### config.mk
export PLATFORM = sky130hd
export DESIGN_NAME = sipo_rx
export DESIGN_NICKNAME = d
export VERILOG_FILES = /design/src/rtl/sipo_rx.sv
export SDC_FILE = /design/constraint.sdc
export NUM_CORES = 1
export LEC_CHECK = 0
export ABC_AREA = 1
export CAP_MARGIN = 0
export CORE_AREA = 2 2 39 41
export DETAILED_ROUTE_END_ITERATION = 10
export DIE_AREA = 0 0 41 43
export GPL_TIMING_DRIVEN = 0
export PLACE_DENSITY = 0.73
export SLEW_MARGIN = 25
export SYNTH_ARGS = -nofsm -noshare
export SYNTH_HDL_FRONTEND = slang
export SYNTH_SLANG_ARGS = --single-unit
### constraint.sdc
create_clock -name clk -period 3.09 [get_ports clk]
set_input_delay 0.4635 -clock clk [delete_from_list [all_inputs] [get_ports clk]]
set_output_delay 0.4635 -clock clk [all_outputs]
set_load 0.05 [all_outputs]
### src/rtl/sipo_rx.sv
// ============================================================================
// Module   : sipo_rx
// Brief    : MSB-first serial-to-parallel receiver with ready/valid output,
//            sticky overrun flag and optional even parity (SIPO_RX_PARITY_EN).
// Revision : 1.0
// ============================================================================
`default_nettype none

module sipo_rx #(
   parameter int WIDTH = 4
) (
   input  logic             clk,
   input  logic             rst,
   input  logic             serial_in,
   input  logic             serial_valid,
   input  logic             sync,
   output logic [WIDTH-1:0] parallel_out,
   output logic             out_valid,
   input  logic             out_ready,
   output logic             busy,
   output logic             overrun,
   output logic             parity_err
);

   localparam int             c_CNT_W   = $clog2(WIDTH + 1);
   localparam logic [c_CNT_W-1:0] c_LAST = c_CNT_W'(WIDTH - 1);
`ifdef SIPO_RX_PARITY_EN
   localparam int             c_SHIFT_W = WIDTH;
`else
   // The final data bit goes straight into the word, so one fewer bit is held.
   localparam int             c_SHIFT_W = WIDTH - 1;
`endif

   typedef enum logic [1:0] {
      S_IDLE  = 2'd0,
      S_SHIFT = 2'd1
`ifdef SIPO_RX_PARITY_EN
      ,
      S_PAR   = 2'd2
`endif
   } state_t;

   state_t               r_state;
   logic [c_CNT_W-1:0]   r_cnt;
   logic [c_SHIFT_W-1:0] r_shift;
   logic [WIDTH-1:0]     r_word;
   logic                 r_valid;
   logic                 r_busy;
   logic                 r_overrun;

   logic                 w_last;
   logic                 w_complete;
   logic [WIDTH-1:0]     w_word;
`ifdef SIPO_RX_PARITY_EN
   logic                 r_perr;
   logic                 w_perr;
`endif

   always_comb begin
      w_last = (r_cnt == c_LAST);
`ifdef SIPO_RX_PARITY_EN
      w_complete = serial_valid && !sync && (r_state == S_PAR);
      w_word     = r_shift;
      w_perr     = ^{r_shift, serial_in};
`else
      w_complete = serial_valid && !sync && w_last;
      w_word     = {r_shift, serial_in};
`endif
   end

   always_ff @(posedge clk) begin
      if (rst) begin
         r_state   <= S_IDLE;
         r_cnt     <= '0;
         r_shift   <= '0;
         r_word    <= '0;
         r_valid   <= 1'b0;
         r_busy    <= 1'b0;
         r_overrun <= 1'b0;
`ifdef SIPO_RX_PARITY_EN
         r_perr    <= 1'b0;
`endif
      end else begin
         // A bit sampled together with sync becomes bit 1 of the new frame.
         if (sync) begin
            if (serial_valid) begin
               r_state <= S_SHIFT;
               r_cnt   <= c_CNT_W'(1);
               r_shift <= c_SHIFT_W'(serial_in);
               r_busy  <= 1'b1;
            end else begin
               r_state <= S_IDLE;
               r_cnt   <= '0;
               r_shift <= '0;
               r_busy  <= 1'b0;
            end
         end else if (serial_valid) begin
            case (r_state)
               S_IDLE, S_SHIFT: begin
`ifdef SIPO_RX_PARITY_EN
                  r_shift <= {r_shift[WIDTH-2:0], serial_in};
`else
                  r_shift <= w_word[c_SHIFT_W-1:0];
`endif
                  if (w_last) begin
`ifdef SIPO_RX_PARITY_EN
                     r_state <= S_PAR;
                     r_cnt   <= r_cnt + 1'b1;
                     r_busy  <= 1'b1;
`else
                     r_state <= S_IDLE;
                     r_cnt   <= '0;
                     r_busy  <= 1'b0;
`endif
                  end else begin
                     r_state <= S_SHIFT;
                     r_cnt   <= r_cnt + 1'b1;
                     r_busy  <= 1'b1;
                  end
               end
               default: begin
                  r_state <= S_IDLE;
                  r_cnt   <= '0;
                  r_busy  <= 1'b0;
               end
            endcase
         end

         if (w_complete) begin
            if (!r_valid || out_ready) begin
               r_word  <= w_word;
               r_valid <= 1'b1;
`ifdef SIPO_RX_PARITY_EN
               r_perr  <= w_perr;
`endif
            end else begin
               r_overrun <= 1'b1;
            end
         end else if (r_valid && out_ready) begin
            r_valid <= 1'b0;
         end
      end
   end

   assign parallel_out = r_word;
   assign out_valid    = r_valid;
   assign busy         = r_busy;
   assign overrun      = r_overrun;
`ifdef SIPO_RX_PARITY_EN
   assign parity_err   = r_perr;
`else
   assign parity_err   = 1'b0;
`endif

endmodule

`default_nettype wire

Yosys cells after proc, flatten, opt, wreduce, memory -nomap -nowiden:

Cells that the tools add are included.

* add/sub/neg operators: 1
* equal/unequal tests: 3
* mux-type cells: 22
* bitwise logic cells: 1
* reduce and logical (&&, ||, !) cells: 15

Operator list (number)
* 3-bit two-way mux: 7
* 1-bit two-way mux: 12
* 2-bit AND reduction: 4
* 2-bit two-way mux: 3
* 2-bit nonzero test: 3
* 3-bit by 1-bit adder with 3-bit output (second input constant): 1
* 3-bit by 2-bit equality test with 1-bit output (second input constant): 1
* 1-bit logical AND: 3
* 2-bit by 1-bit equality test with 1-bit output (second input constant): 1
* 1-bit zero test: 2
* 2-bit zero test: 1
* 2-bit by 1-bit inequality test with 1-bit output (second input constant): 1
* 2-bit OR reduction: 1
* 1-bit logical OR: 1
* 1-bit NOT: 1

* flip-flop bits (word level): 15
* input port bits: 6
* output and inout port bits: 8
* word-level logic and storage cells: 49

Longest topological paths before layout:

* depth after elaboration: 5
* gate-level depth with buffers: 7
* depth with buffers taken out: 7

Worst setup path before layout:

No wires, ideal clock.

* path kind: reg2reg
* start: register r_valid (netlist: out_valid)
* end: register r_word[0] (netlist: parallel_out[0])
* arrival: 1061 ps
* required time: 2980 ps
* setup slack: 1919 ps
* cell stages (with the launch flop): 6
* buffers on the path: 0
* period minus slack after synthesis: 1171 ps
* path through: dfxtp_1 nand2_2 nand3_4 nand2_1 inv_1 nor2_1

* longest elaborated chain between the ends: 3

RTL lines
* start, declared: RTL line 47 `logic r_valid;`
* start signal, assigned: RTL line 77 `r_valid <= 1'b0;`
* start signal, assigned: RTL line 132 `r_valid <= 1'b1;`
* start signal, assigned: RTL line 140 `r_valid <= 1'b0;`
* 1-bit zero test: RTL line 130 `if (!r_valid || out_ready) begin`
* 1-bit logical OR: RTL line 130
* 2-bit AND reduction (no source line)
* end signal, assigned: RTL line 131 `r_word <= w_word;`
* end, declared: RTL line 46 `logic [WIDTH-1:0] r_word;`

Every way passes these cells.
A chain may end at the register's enable or synchronous reset.

Worst setup path after layout:

* start: register r_valid (netlist: out_valid)
* end: output port out_valid

RTL lines
* end, declared: RTL line 18 `output logic out_valid,`

No word-level cell between the ends.

==> summary.md <==
| Metric | Value |
|---|---|
| Launch point of the worst reg-to-reg path | r_cnt[0] |
| R2R depth | 7 |
| Gr usage total | 0.1455 |
| R2r endpoint | parallel_out[1] |
| Vias | between 500 and 600 |
| CTS clk-pin slew, worst paths | approximately 0.070 ns |
| Final net count | 105 |
| CTS sink cnt | 13 |
| Worst path slowest cell | clkdlybuf4s50_1 |
| Post-route clock skew | roughly 0.0080 ns |
| Hold Path Sink | overrun |
| Overall die area | between 1500 and 2000 sq um |
| TritonCTS clock tree | yes |
| Pins Over Slew Limit | 0 |
| Boundary Pins | 14 |
| CTS H-tree depth | 1 |
| Buffers on Ports | 11 |
| Synthesized area per cell | 7.309 sq um |
| Syn Nets | 89 |
| Final setup viols | 0 |
| Antenna violations before repair | 0 |
| Startpoint types | flop |
| Synth top area cells | dfxtp_1, inv_1, nand2_1, a21oi_1, nand3_1 |
| DR pass1 iterations | 3 |
| WP buf/inv | 1 |
| Area growth syn-to-layout | 26.10% |
| Max Cap Viol | 0 |
| Mapped cell area | 599.3 sq um |
| Setup WS pre-CTS | about 1.4 ns |
| TritonCTS Buffers | 3 |
| Hold Buf Count CTS | 0 |
| RSZ-0062 raised after global routing | no |
| Yosys warns | 0 |
| Path type of the worst min-delay path | reg -> reg |
| Final WS setup | 1.198 ns |
| Xor/xnor share of the synthesized area | 0 |
| Seq cells post-synth | 13 |
| Crit-path leading delay family | buffers and inverters |
| Largest family of logic cells by synthesized area | simple AND/OR/NAND/NOR gates |
| Leakage Power | just over 0.3 nW |
| CTS Buffer Depth | 2 |
| Synthesized instance count | 82 |
| Clock root buffer | clkbuf_4 |
| Worst-skew pair later-pin latency | 0.28 ns |
| PnR Total Power | ~0.31 mW |
| Worst-path fanout max | 2 |
| Yosys top cell by area | dfxtp_1 |
| Setup slack, reg-to-reg | around 1.9 ns |
| Final ANT Viol Nets | 0 |
| Fmax | 528.7 MHz |
| Synth unique cells | 18 |
| Worst VDD drop | 220.5 uV |
| Die X | just over 40 um |
| Pin slew with the least headroom to its limit | between 0.4 and 0.5 ns |
| Starting Density | 0.4331 |
| Final hold vios | 0 |
| Post-synthesis mux area share | 0 |
| Ant. Diodes | 0 |
| Layout cells sized above 1 | 0.1237 |
| Setup TNS | 0 ns |
| Simple-gate portion of the synthesized area | 0.3194 |
| Compound-Gate Fraction of Synth Area | 0.07516 |
| Post-CTS sizing | 0 |
| GRT overflow | 0 |
| WS Path Type | reg -> out |
| Row count | 14 |
| Worst Hold Path Cells | 2 |
| Core ar. | between 1000 and 1500 sq um |
| Power per cell area | between 400 and 500 nW/um^2 |
| Setup bufs post-CTS | 0 |
| CP max stage delay | between 0.8 and 0.9 ns |
| Rel. slew slack | 0.6674 |
| Period utilisation layout | 0.6121 |
| Die height | around 43 um |
| WL/cell | roughly 8.8 um |
| Period minus WS final | roughly 1.9 ns |
| Share of Yosys cell area claimed by the top area cell type | 0.4342 |
| Placed Cells | roughly 110 |
| First-pass GRT wire length | approximately 1700 um |
| WL final | 998 um |
| Sequential fraction of the synthesis area | 0.4342 |
| Vias in the first global route | ~430 |
| Via density | around 4.5 |
| Critical Path End Type | output pin |
| Crit-path cells | clkdlybuf4s50_1 |
| Starting DRC count in detailed routing | 10 |
| Status | finished, final reports clean |
| Adder-cell area share of the yosys netlist | 0.02088 |
| Largest net degree at the start of global routing | 10 |
| Critical Path RT | about 2.6 ns |
| DPL Wire Length | approximately 740 um |
| Crit path DAT | ~1.4 ns |
| Hold Crit Start | overrun |
| DRC viols | 0 |
| Post-Layout Cell Count | 113 |
| Global placer's final weighted congestion | about 0.79 |
[sequential cells by signal, summed over array words and instances, names as in the netlist]
| signal | count |
|---|---|
| parallel_out | 4 |
| r_cnt | 3 |
| r_shift | 3 |
| busy | 1 |
| out_valid | 1 |
| overrun | 1 |
[cell type report]
class,instances,area (sq um)
Multi-Input combinational cell,48,252.7
Tap cell,16,20.02
Clock buffer,4,26.28
Inverter,19,73.82
Buffer,2,12.51
Sequential cell,13,260.3
Fill cell,139,628.1
Timing Repair Buffer,11,110.1
[placed cells by master (no fill, tap or decap), drive strengths merged]
master / count
inv: 19
ha: 1
nand2: 18
clkdlybuf4s50: 11
a21oi: 9
conb: 1
clkbuf: 4
nand3: 7
dfxtp: 13
nor3: 2
nor2: 9
buf: 2
nand3b: 1
[metal layers]
layer / routed length (um) / GRT usage / vias to the layer above
li1: - / - / 277
met1: 463 / 0.1836 / 212
met2: 459 / 0.2094 / 10
met3: 38 / 0.03141 / 5
met4: 37 / 0.1000 / 0
met5: 0 / 0 / -
[kinds of logic (layout without fill, tap and decap cells)]
family,after synthesis,after routing
flops,13,13
buf+inv,21,36
fa+ha+maj,1,1
compound gates,9,9
other cells,1,1
simple gates,37,37
[tightest hold or removal path, cell delays in order, from the launching register on]
cell	delay, ns
dfxtp_1	0.31
inv_1	0.05
a21oi_1	0.05
[through the flow]
step / hold WS [ns] / cell area, sq um / utilization
3_3_place_gp: 0.4414 / 729.5 / 0.5271
6_report: 0.4569 / 755.7 / 0.5461
4_1_cts: 0.4596 / 755.7 / 0.5461
2_1_floorplan: 0.4436 / 599.3 / -
3_5_place_dp: 0.4496 / 729.5 / 0.5271
5_1_grt: 0.4706 / 755.7 / 0.5461
[cells in the mapped netlist]
library cell	n
nor2_4	2
nand3_1	6
nand2_4	1
buf_2	1
buf_4	1
nand2_2	1
inv_2	1
nor3_1	2
a21oi_1	9
inv_1	17
dfxtp_1	13
ha_1	1
nand2_1	16
inv_4	1
nor2_1	7
nand3_4	1
nand3b_1	1
conb_1	1
[how the worst max path moves through the flow]
stage                  from               to  slack, ns  depth (start not counted)
2_1_floorplan     out_valid  parallel_out[0]       1.92                          5
5_1_grt                busy             busy       1.15                          1
6_report          out_valid        out_valid       1.20                          1
3_3_place_gp   serial_valid  parallel_out[2]       1.46                          6
3_5_place_dp   serial_valid  parallel_out[2]       1.45                          6
4_1_cts           out_valid        out_valid       1.19                          1
[power breakdown]
part / switching (mW) / leakage (nW) / internal [mW] / total (mW)
sequential: 0.00198 / 0.106 / 0.171 / 0.173
combinational: 0.0203 / 0.190 / 0.0128 / 0.0332
clock: 0.0581 / 0.0150 / 0.0501 / 0.108
total: 0.0804 / 0.310 / 0.234 / 0.314
Power figures use the tool's default switching activity.
